==> config.mk <==
export PLATFORM = sky130hd
export DESIGN_NAME = alu_nibble_sequencer
export DESIGN_NICKNAME = d
export VERILOG_FILES = /design/src/rtl/alu_nibble_sequencer.sv
export SDC_FILE = /design/constraint.sdc
export NUM_CORES = 1
export LEC_CHECK = 0
export ABC_AREA = 1
export CORE_UTILIZATION = 40
export DETAILED_ROUTE_END_ITERATION = 10
export PLACE_DENSITY_LB_ADDON = 0.25
export SYNTH_ARGS = -nofsm -noshare
export SYNTH_HDL_FRONTEND = slang
export SYNTH_SLANG_ARGS = --single-unit
==> constraint.sdc <==
create_clock -name clk -period 2.8 [get_ports clk]
set_input_delay 0.84 -clock clk [delete_from_list [all_inputs] [get_ports clk]]
set_output_delay 0.84 -clock clk [all_outputs]
set_load 0.02 [all_outputs]
==> src/rtl/alu_nibble_sequencer.sv <==
// Request-side sequencer for the 4-bit ALU: streams a wide command through the ALU
// one nibble per cycle (LS first), chains the carry and returns the assembled result.
module alu_nibble_sequencer #(
  parameter int unsigned NIBBLES = 4
) (
  input  logic                 clk,
  input  logic                 rst,
  input  logic                 req_valid,
  output logic                 req_ready,
  input  logic [4*NIBBLES-1:0] req_a,
  input  logic [4*NIBBLES-1:0] req_b,
  input  logic                 req_mode,
  input  logic [2:0]           req_op,
  output logic [3:0]           alu_a,
  output logic [3:0]           alu_b,
  output logic                 alu_c_in,
  output logic                 alu_mode,
  output logic [2:0]           alu_op,
  input  logic [3:0]           alu_out,
  input  logic                 alu_c_out,
  output logic                 rsp_valid,
  input  logic                 rsp_ready,
  output logic [4*NIBBLES-1:0] rsp_result,
  output logic                 rsp_carry,
  output logic                 rsp_err
);

  localparam int unsigned W  = 4 * NIBBLES;
  localparam int unsigned IW = (NIBBLES > 1) ? $clog2(NIBBLES) : 1;
  localparam logic [IW-1:0] LAST_IDX = IW'(NIBBLES - 1);
  localparam logic [2:0] OP_ADD = 3'b010;
  localparam logic [2:0] OP_INC = 3'b110;

  typedef enum logic [1:0] {IDLE, STEP, RESP} state_t;
  typedef enum logic [1:0] {CMD_LOGIC, CMD_ADD, CMD_INC, CMD_BAD} cmd_t;

  state_t        state;
  cmd_t          cmd_q;
  cmd_t          req_cmd_c;
  logic [W-1:0]  a_sh;
  logic [W-1:0]  b_sh;
  logic [2:0]    op_q;
  logic [IW-1:0] idx;

  // Classify the incoming command; anything arithmetic other than add/increment is rejected.
  always_comb begin
    req_cmd_c = CMD_BAD;
    if (!req_mode)             req_cmd_c = CMD_LOGIC;
    else if (req_op == OP_ADD) req_cmd_c = CMD_ADD;
    else if (req_op == OP_INC) req_cmd_c = CMD_INC;
  end

  always_ff @(posedge clk) begin
    if (rst) begin
      state      <= IDLE;
      cmd_q      <= CMD_LOGIC;
      a_sh       <= '0;
      b_sh       <= '0;
      op_q       <= '0;
      idx        <= '0;
      req_ready  <= 1'b1;
      alu_a      <= '0;
      alu_b      <= '0;
      alu_c_in   <= 1'b0;
      alu_mode   <= 1'b0;
      alu_op     <= '0;
      rsp_valid  <= 1'b0;
      rsp_result <= '0;
      rsp_carry  <= 1'b0;
      rsp_err    <= 1'b0;
    end else begin
      case (state)
        IDLE: begin
          if (req_valid) begin
            req_ready  <= 1'b0;
            cmd_q      <= req_cmd_c;
            a_sh       <= req_a >> 4;
            b_sh       <= req_b >> 4;
            op_q       <= req_op;
            idx        <= '0;
            rsp_result <= '0;
            rsp_carry  <= 1'b0;
            rsp_err    <= 1'b0;
            if (req_cmd_c == CMD_BAD) begin
              rsp_err   <= 1'b1;
              rsp_valid <= 1'b1;
              state     <= RESP;
            end else begin
              state    <= STEP;
              alu_a    <= req_a[3:0];
              alu_c_in <= 1'b0;
              case (req_cmd_c)
                CMD_ADD: begin
                  alu_mode <= 1'b1;
                  alu_op   <= OP_ADD;
                  alu_b    <= req_b[3:0];
                end
                CMD_INC: begin
                  alu_mode <= 1'b1;
                  alu_op   <= OP_INC;
                  alu_b    <= 4'b0001;
                end
                default: begin
                  alu_mode <= 1'b0;
                  alu_op   <= req_op;
                  alu_b    <= req_b[3:0];
                end
              endcase
            end
          end
        end

        STEP: begin
          rsp_result[{idx, 2'b00} +: 4] <= alu_out;
          if (idx == LAST_IDX) begin
            state     <= RESP;
            rsp_valid <= 1'b1;
            rsp_carry <= (cmd_q != CMD_LOGIC) && alu_c_out;
            alu_a     <= '0;
            alu_b     <= '0;
            alu_c_in  <= 1'b0;
            alu_mode  <= 1'b0;
            alu_op    <= '0;
          end else begin
            // Upper nibbles of an increment are an add of zero plus the chained carry.
            idx      <= idx + IW'(1);
            alu_a    <= a_sh[3:0];
            alu_b    <= (cmd_q == CMD_INC) ? 4'b0000 : b_sh[3:0];
            alu_op   <= (cmd_q == CMD_LOGIC) ? op_q : OP_ADD;
            alu_c_in <= (cmd_q != CMD_LOGIC) && alu_c_out;
            a_sh     <= a_sh >> 4;
            b_sh     <= b_sh >> 4;
          end
        end

        RESP: begin
          if (rsp_ready) begin
            rsp_valid <= 1'b0;
            req_ready <= 1'b1;
            state     <= IDLE;
          end
        end

        default: state <= IDLE;
      endcase
    end
  end

endmodule

**Word-level counts from Yosys, hierarchy flattened**

Cells that the tools add are included.

- Add/subtract/negate cells: 2
- Eq/ne operators: 15
- Shifts and indexed selects: 2
- Multiplexer cells: 56
- Reduce and logical (&&, ||, !) cells: 17

Operators by type and width:

| operator | count |
|---|---|
| $pmux 16 s2 | 3 |
| $mux 16 | 5 |
| $mux 4 | 8 |
| $bwmux 16 | 1 |
| $mux 1 | 16 |
| $mux 2 | 8 |
| $pmux 4 s2 | 2 |
| $shift 4x6->16 const A | 1 |
| $shiftx 4x6->16 | 1 |
| $reduce_and 3->1 | 5 |
| $mux 3 | 4 |
| $ne 2x2->1 const B | 6 |
| $pmux 3 s2 | 2 |
| $eq 2x2->1 const B | 5 |
| $pmux 1 s2 | 4 |
| $neg 4->6 | 1 |
| $pmux 2 s3 | 1 |
| $reduce_bool 2->1 | 3 |
| $reduce_and 5->1 | 1 |
| $eq 2x1->1 const B | 2 |
| $logic_not 2->1 | 2 |
| $pmux 2 s2 | 1 |
| $reduce_and 2->1 | 2 |
| $reduce_and 4->1 | 1 |
| 7 further kinds | 7 |

- Flip-flop bits (word level): 74
- Bits of input ports: 45
- Output and inout bits: 33
- Logic and storage cells: 108

**Depth between registers and ports, before layout**

Gate-level depths: netlist of run 1.

- Word-level depth: 10
- Mapped depth: 10
- Depth with buffers taken out: 9

**Worst setup path after synthesis of run 1**

No wires, ideal clock.

- Path type: input to register
- Start point: in req_op[0]
- End point: reg rsp_valid
- Library setup time: 115 ps
- Arrival time: 1562 ps
- Data required time: 2685 ps
- Setup slack: 1123 ps
- Stages: 7
- Path buffers: 1
- Path through: inv_1 nand2_1 nand3_1 buf_2 nand2_1 a21oi_1 nor2_1

- Word-level cells in the longest chain between the ends: 7
- Elaborated cells on any way between the ends: 8
- Those cells by class: 4 x eq/ne; 3 x mux; 1 x reduce/logical

RTL lines:

| item | RTL line | source |
|---|---|---|
| start: declaration | 13 | `input logic [2:0] req_op,` |
| $eq 3x3->1 | 50 | `else if (req_op == OP_INC) req_cmd_c = CMD_INC;` |
| $mux 1 | 50 |  |
| $mux 2 (*) | 49 | `else if (req_op == OP_ADD) req_cmd_c = CMD_ADD;` |
| $mux 2 (*) | 48 | `if (!req_mode) req_cmd_c = CMD_LOGIC;` |
| $eq 2x2->1 (*) | 84 | `if (req_cmd_c == CMD_BAD) begin` |
| $ne 2x2->1 (no source line) (*) | n/a |  |
| $reduce_and 5->1 (no source line) (*) | n/a |  |
| end signal: assignment | 67 | `rsp_valid <= 1'b0;` |
| end signal: assignment | 86 | `rsp_valid <= 1'b1;` |
| end signal: assignment | 117 | `rsp_valid <= 1'b1;` |
| end: declaration | 21 | `output logic rsp_valid,` |

Every way passes the cells marked *; elsewhere a longest branch is shown, timed or not.
A chain may end at the register's enable or synchronous reset.

**Worst setup path after layout of run 1**

- Start point: in req_valid
- End point: reg a_sh[1]

- Word-level cells in the longest chain between the ends: 2

RTL lines:

| item | RTL line | source |
|---|---|---|
| start: declaration | 8 | `input logic req_valid,` |
| $ne 2x2->1 (no source line) | n/a |  |
| $reduce_and 3->1 (no source line) | n/a |  |
| end signal: assignment | 77 | `a_sh <= req_a >> 4;` |
| end signal: assignment | 131 | `a_sh <= a_sh >> 4;` |
| end: declaration | 40 | `logic [W-1:0] a_sh;` |

Every way passes these cells.

==> impl_metrics.env, run 1 <==
export IMPL_io_buffers=77
export IMPL_cp_slowest_stage_delay_ns=0.54
export IMPL_worstPathCellList="clkdlybuf4s50_1 -> nand2_4 -> nand2_4 -> nand2_2 -> o21ai_0 -> a21oi_1"
export IMPL_synthesis_area_sq_um=3233
export IMPL_drtPass1Iterations=4
export IMPL_ys_warn_count=0
export IMPL_status="complete, no violations"
export IMPL_power_density_nw_per_um2=894.5
export IMPL_clockBufferDepth=2
export IMPL_dieWidth_um=91.91
export IMPL_grt_first_pass_wirelength_um=13460
export IMPL_r2r_start="state[1]$_SDFFE_PP0P_"
export IMPL_hold_viol=0
export IMPL_fin_crit_sh_pct=80.96
export IMPL_drt_iter0_markers=107
export IMPL_cts_buffers=9
export IMPL_grt_max_degree=34
export IMPL_fin_nets=611
export IMPL_routed_via_density=4.722
export IMPL_place_ws_ns=0.1710
export IMPL_finClkSkew_ns=0.01018
export IMPL_most_common_layout_cells="153 x nand2_1, 77 x clkdlybuf4s50_1, 66 x dfxtp_1, 59 x nor2_1, 52 x a21oi_1"
export IMPL_cap_violations=0
export IMPL_cp_top_family="simple AND/OR/NAND/NOR gates"
export IMPL_clkTransAtPathRegs_ns=0.07
export IMPL_p_leak_uw=0.001869
export IMPL_worstHoldStart="a_sh[0]$_SDFFE_PP0P_"
export IMPL_drive_gt1_share_pct=5.169
export IMPL_cts_sink_count=66
export IMPL_clockRootBuffer="clkbuf_8"
export IMPL_grt_antenna_before_repair=0
export IMPL_postRouteAntennaNets=0
export IMPL_critPathKind="in -> reg"
export IMPL_setup_viol=0
export IMPL_gp_congestion=0.8198
export IMPL_final_common_cell="nand2_1"
export IMPL_hold_slack_ns=0.4600
export IMPL_cp_end_kind="flip-flop"
export IMPL_cp_num_buf_inv=1
export IMPL_slew_violations=0
export IMPL_ys_ff_latch=66
export IMPL_start_kind="input pin"
export IMPL_worst_path_max_delay_cell="clkdlybuf4s50_1"
export IMPL_fmaxAchievable_ghz=0.4412
export IMPL_cts_tree="built"
export IMPL_ys_types=22
export IMPL_utilization_pct=54.27
export IMPL_slew_headroom_pct=65.08
export IMPL_cts_setup_buffers=0
export IMPL_path_common_cell="nand2_4"
export IMPL_insertion_delay_ns=0.34
export IMPL_htree_levels=3
export IMPL_cts_resized=0
export IMPL_grt_usage_pct=20.08
export IMPL_die_h_um=91.91
export IMPL_rows=32
export IMPL_dieArea_sq_um=8447
export IMPL_ys_seq_area_share_pct=40.87
export IMPL_dr_total_vias=3131
export IMPL_start_util_pct=41.62
export IMPL_synth_nets=538
export IMPL_final_area_sq_um=4215
export IMPL_syn_to_final_growth_pct=30.38
export IMPL_required_ns=3.01
export IMPL_coreArea_sq_um=7767
export IMPL_num_antenna_cells=0
export IMPL_hpwl_um=5663
export IMPL_drc=0
export IMPL_rsz0062_at_grt="no"
export IMPL_cts_hold_buffers=0
export IMPL_cp_max_fo=31
export IMPL_tightest_slew_ns=0.5220
export IMPL_hold_class="reg -> reg"
export IMPL_drt_wl_total_um=7821
export IMPL_avgSynthCellArea_sq_um=6.680
export IMPL_min_period_ns=2.267
export IMPL_first_global_vias=2878
export IMPL_syn_inst=484
export IMPL_ios=78
export IMPL_crit_start="req_valid"
export IMPL_critPathArrivalTime_ns=2.48
export IMPL_placed_cell_area_sq_um=4045
export IMPL_wl_per_cell_um=11.80
export IMPL_ir_drop_v=0.0004237
export IMPL_overflow=0
export IMPL_setup_ws_ns=0.5332
export IMPL_setup_tns_ns=0
==> per-stage QoR <==
step / power [uW] / cells
6_report: 3771 / 663
5_1_grt: 4105 / 663
4_1_cts: 3795 / 663
3_5_place_dp: 3090 / 648
3_3_place_gp: 3061 / 648
2_1_floorplan: 2599 / 484
==> cell usage after synthesis <==
cell	count	area [sq um]
nor2_1	59	221.5
buf_2	3	15.01
o21a_1	1	7.510
nand2_1	153	574.3
inv_1	48	180.2
nand4_1	11	68.82
a21oi_1	52	260.3
buf_8	1	15.01
buf_6	3	33.78
nand2_4	3	33.78
buf_1	1	3.750
buf_4	5	37.54
o21ai_0	24	120.1
o21ai_2	2	17.52
nand3_1	27	135.1
dfxtp_1	66	1321
ha_1	9	112.6
clkbuf_1	9	33.78
nand2_2	2	12.51
o211ai_1	2	15.01
inv_2	1	3.750
nor3_1	2	10.01
==> area by class of cell <==
type	instances	area, sq um
Clock buffer	12	155.1
Clock inverter	3	15.01
Fill cell	777	3552
Inverter	49	183.9
Multi-Input combinational cell	347	1589
Sequential cell	66	1321
Tap cell	102	127.6
Timing Repair Buffer	84	823.3
==> power by group <==
part / switching (uW) / internal, uW
Clock: 342 / 360
Combinational: 1080 / 664
Sequential: 132 / 1190
Total: 1550 / 2220
==> path summary, 6_finish.rpt <==
path,end,slack [ns],cells past startpoint
worst max-delay path,a_sh[1]$_SDFFE_PP0P_,0.53,6
worst min-delay path,a_sh[0]$_SDFFE_PP0P_,0.46,2
worst max register to register,a_sh[1]$_SDFFE_PP0P_,0.69,7
worst min register to register,a_sh[0]$_SDFFE_PP0P_,0.46,2
==> kinds of logic after synthesis <==
kind of cell,count (synthesis),share of synthesized area [%]
compound gates,81,13.00
fa+ha+maj,9,3.483
buf+inv,71,9.984
flops,66,40.87
simple gates,257,32.66
==> state kept, by name, summed over array words and instances (netlist names), 3 cells and up <==
name,cells
b_sh,12
a_sh,12
alu_op,3
alu_a,4
alu_b,4
rsp_result,16
op_q,3
==> routing by layer <==
layer / vias to the layer above / GRT usage, % / share of wire (%)
li1: 1677 / - / -
met3: 7 / 3.814 / 5.8
met1: 1342 / 27.80 / 48
met5: - / 0 / 0
met4: 0 / 8.854 / 1.1
met2: 105 / 30.22 / 45
==> worst min-delay path, stage by stage (launching register included) <==
cell     delay (ns)
dfxtp_1        0.30
inv_1          0.06
a21oi_1        0.06
No activity file was read; power rests on OpenSTA's default activity.
==> run 2, diff against run 1 <==
==> constraint.sdc (replaced) <==
create_clock -name clk -period 2.1 [get_ports clk]
set_input_delay 0.63 -clock clk [delete_from_list [all_inputs] [get_ports clk]]
set_output_delay 0.63 -clock clk [all_outputs]
set_load 0.02 [all_outputs]
==> run 2 against run 1 <==
Compared with the run above:
- first-iteration DRC count up 47%
- hold slack worse by 0.0036 ns
- global-route usage grew 0.64 points
- power up 44%
- clock-buffer cell count down 2
- design area rose by 3.6%
- clock skew fell by 0.0022 ns
==> impl_metrics.env, run 2 (synthesized netlist as in run 1, its figures left out) <==
export IMPL_grt_first_pass_wirelength_um=14000
export IMPL_first_global_vias=3051
export IMPL_critPathKind="reg -> out"
export IMPL_final_common_cell="nand2_1"
export IMPL_rows=32
export IMPL_cap_violations=0
export IMPL_multiInputGateArea_sq_um=1589
export IMPL_cts_resized=0
export IMPL_finClkSkew_ns=0.007965
export IMPL_hpwl_um=5956
export IMPL_drive_gt1_share_pct=7.330
export IMPL_cts_tree="built"
export IMPL_wl_per_cell_um=12.12
export IMPL_worst_path_max_delay_cell="clkdlybuf4s50_1"
export IMPL_dieWidth_um=91.91
export IMPL_final_cells=675
export IMPL_required_ns=1.47
export IMPL_rsz0062_at_grt="no"
export IMPL_start_kind="flip-flop"
export IMPL_drc=0
export IMPL_clkTransAtPathRegs_ns=0.07
export IMPL_grt_usage_pct=20.72
export IMPL_dr_total_vias=3223
export IMPL_holdPathStages=2
export IMPL_cp_slowest_stage_delay_ns=0.62
export IMPL_syn_to_final_growth_pct=35.02
export IMPL_worstHoldStart="op_q[1]$_SDFFE_PP0P_"
export IMPL_fin_crit_sh_pct=93.29
export IMPL_hold_viol=0
export IMPL_htree_levels=3
export IMPL_cts_hold_buffers=0
export IMPL_min_period_ns=1.959
export IMPL_hold_slack_ns=0.4564
export IMPL_cts_setup_buffers=0
export IMPL_cts_sink_count=66
export IMPL_cp_num_buf_inv=1
export IMPL_reg2reg_depth=7
export IMPL_overflow=0
export IMPL_drt_iter0_markers=157
export IMPL_cp_max_fo=2
export IMPL_r2r_start="state[1]$_SDFFE_PP0P_"
export IMPL_fmaxAchievable_ghz=0.5105
export IMPL_gp_congestion=0.8631
export IMPL_setup_tns_ns=0
export IMPL_most_common_layout_cells="153 x nand2_1, 77 x clkdlybuf4s50_1, 66 x dfxtp_1, 59 x nor2_1, 52 x a21oi_1"
export IMPL_regToRegSetupSlack_ns=0.33
export IMPL_top_register="rsp_result"
export IMPL_power_total_uw=5448
export IMPL_ios=78
export IMPL_critPathArrivalTime_ns=1.33
export IMPL_status="complete, no violations"
export IMPL_grt_antenna_before_repair=0
export IMPL_drtPass1Iterations=4
export IMPL_power_density_nw_per_um2=1248
export IMPL_hold_class="reg -> reg"
export IMPL_seq_area_sq_um=1321
export IMPL_cts_buffers=9
export IMPL_clockBufferDepth=2
export IMPL_cp_top_family="buffers and inverters"
export IMPL_setup_viol=0
export IMPL_nFillCells=775
export IMPL_die_h_um=91.91
export IMPL_tightest_slew_ns=0.4247
export IMPL_insertion_delay_ns=0.35
export IMPL_fin_nets=622
export IMPL_r2r_end="rsp_valid$_SDFFE_PP0P_"
export IMPL_io_buffers=77
export IMPL_largest_register_ffs=16
export IMPL_dieArea_sq_um=8447
export IMPL_drt_wl_total_um=8179
export IMPL_num_antenna_cells=0
export IMPL_coreArea_sq_um=7767
export IMPL_ir_drop_v=0.0005669
export IMPL_start_util_pct=41.62
export IMPL_worstPathCellList="clkdlybuf4s50_1"
export IMPL_clockRootBuffer="clkbuf_8"
export IMPL_routed_via_density=4.775
export IMPL_grt_max_degree=34
export IMPL_postRouteAntennaNets=0
export IMPL_slew_headroom_pct=71.58
export IMPL_p_leak_uw=0.001951
export IMPL_cp_end_kind="output port"
export IMPL_dp_cells=659
export IMPL_min_to="op_q[1]$_SDFFE_PP0P_"
export IMPL_largest_registers="rsp_result (16), a_sh (12), b_sh (12)"
export IMPL_slew_violations=0
-- run 2: cell type report --
class,instances,share of cell area (%)
tap,102,2.923
inverter,49,4.213
multi-input combinational,347,36.40
sequential,66,30.27
timing repair buffer,95,21.04
clock inverter,6,2.006
clock buffer,10,3.153
-- run 2: metal layers --
layer,vias up,wire [um],GRT usage (%)
met5,-,0,0
met4,0,101,7.813
met3,9,430,3.317
met2,94,3748,33.33
met1,1418,3899,27.85
li1,1702,-,-
-- run 2: how the worst max path moves through the flow --
| stage | from | cells past startpoint | end | slack [ns] |
|---|---|---|---|---|
| after floorplan | req_op[0] | 7 | rsp_valid$_SDFFE_PP0P_ | 0.63 |
| after global placement | req_valid | 7 | b_sh[9]$_SDFFE_PP0P_ | 0.08 |
| after detailed placement | req_valid | 7 | a_sh[11]$_SDFFE_PP0P_ | 0.06 |
| after CTS | alu_a[1]$_SDFFE_PP0P_ | 1 | alu_a[1] | 0.14 |
| after global routing | state[1]$_SDFFE_PP0P_ | 9 | alu_b[3]$_SDFFE_PP0P_ | 0.11 |
| final | alu_a[1]$_SDFFE_PP0P_ | 1 | alu_a[1] | 0.14 |
-- run 2: per-stage QoR --
| step | setup slack (ns) | cell area [sq um] | util, % |
|---|---|---|---|
| after CTS | 0.1374 | 4365 | 56.20 |
| final | 0.1410 | 4365 | 56.20 |
| after global placement | 0.08173 | 4140 | 53.30 |
| after global routing | 0.1092 | 4365 | 56.20 |
| after detailed placement | 0.05569 | 4140 | 53.30 |
| after floorplan | 0.6326 | 3233 | - |
-- run 2: report_power, final --
| part | total [uW] | switching [uW] | internal (uW) |
|---|---|---|---|
| combinational | 2460 | 1490 | 975 |
| clock | 1210 | 508 | 705 |
| sequential | 1770 | 183 | 1590 |
-- run 2: tightest hold or removal path, stage by stage (launching register included) --
cell,delay [ns]
dfxtp_1,0.30
inv_1,0.06
a21oi_1,0.05
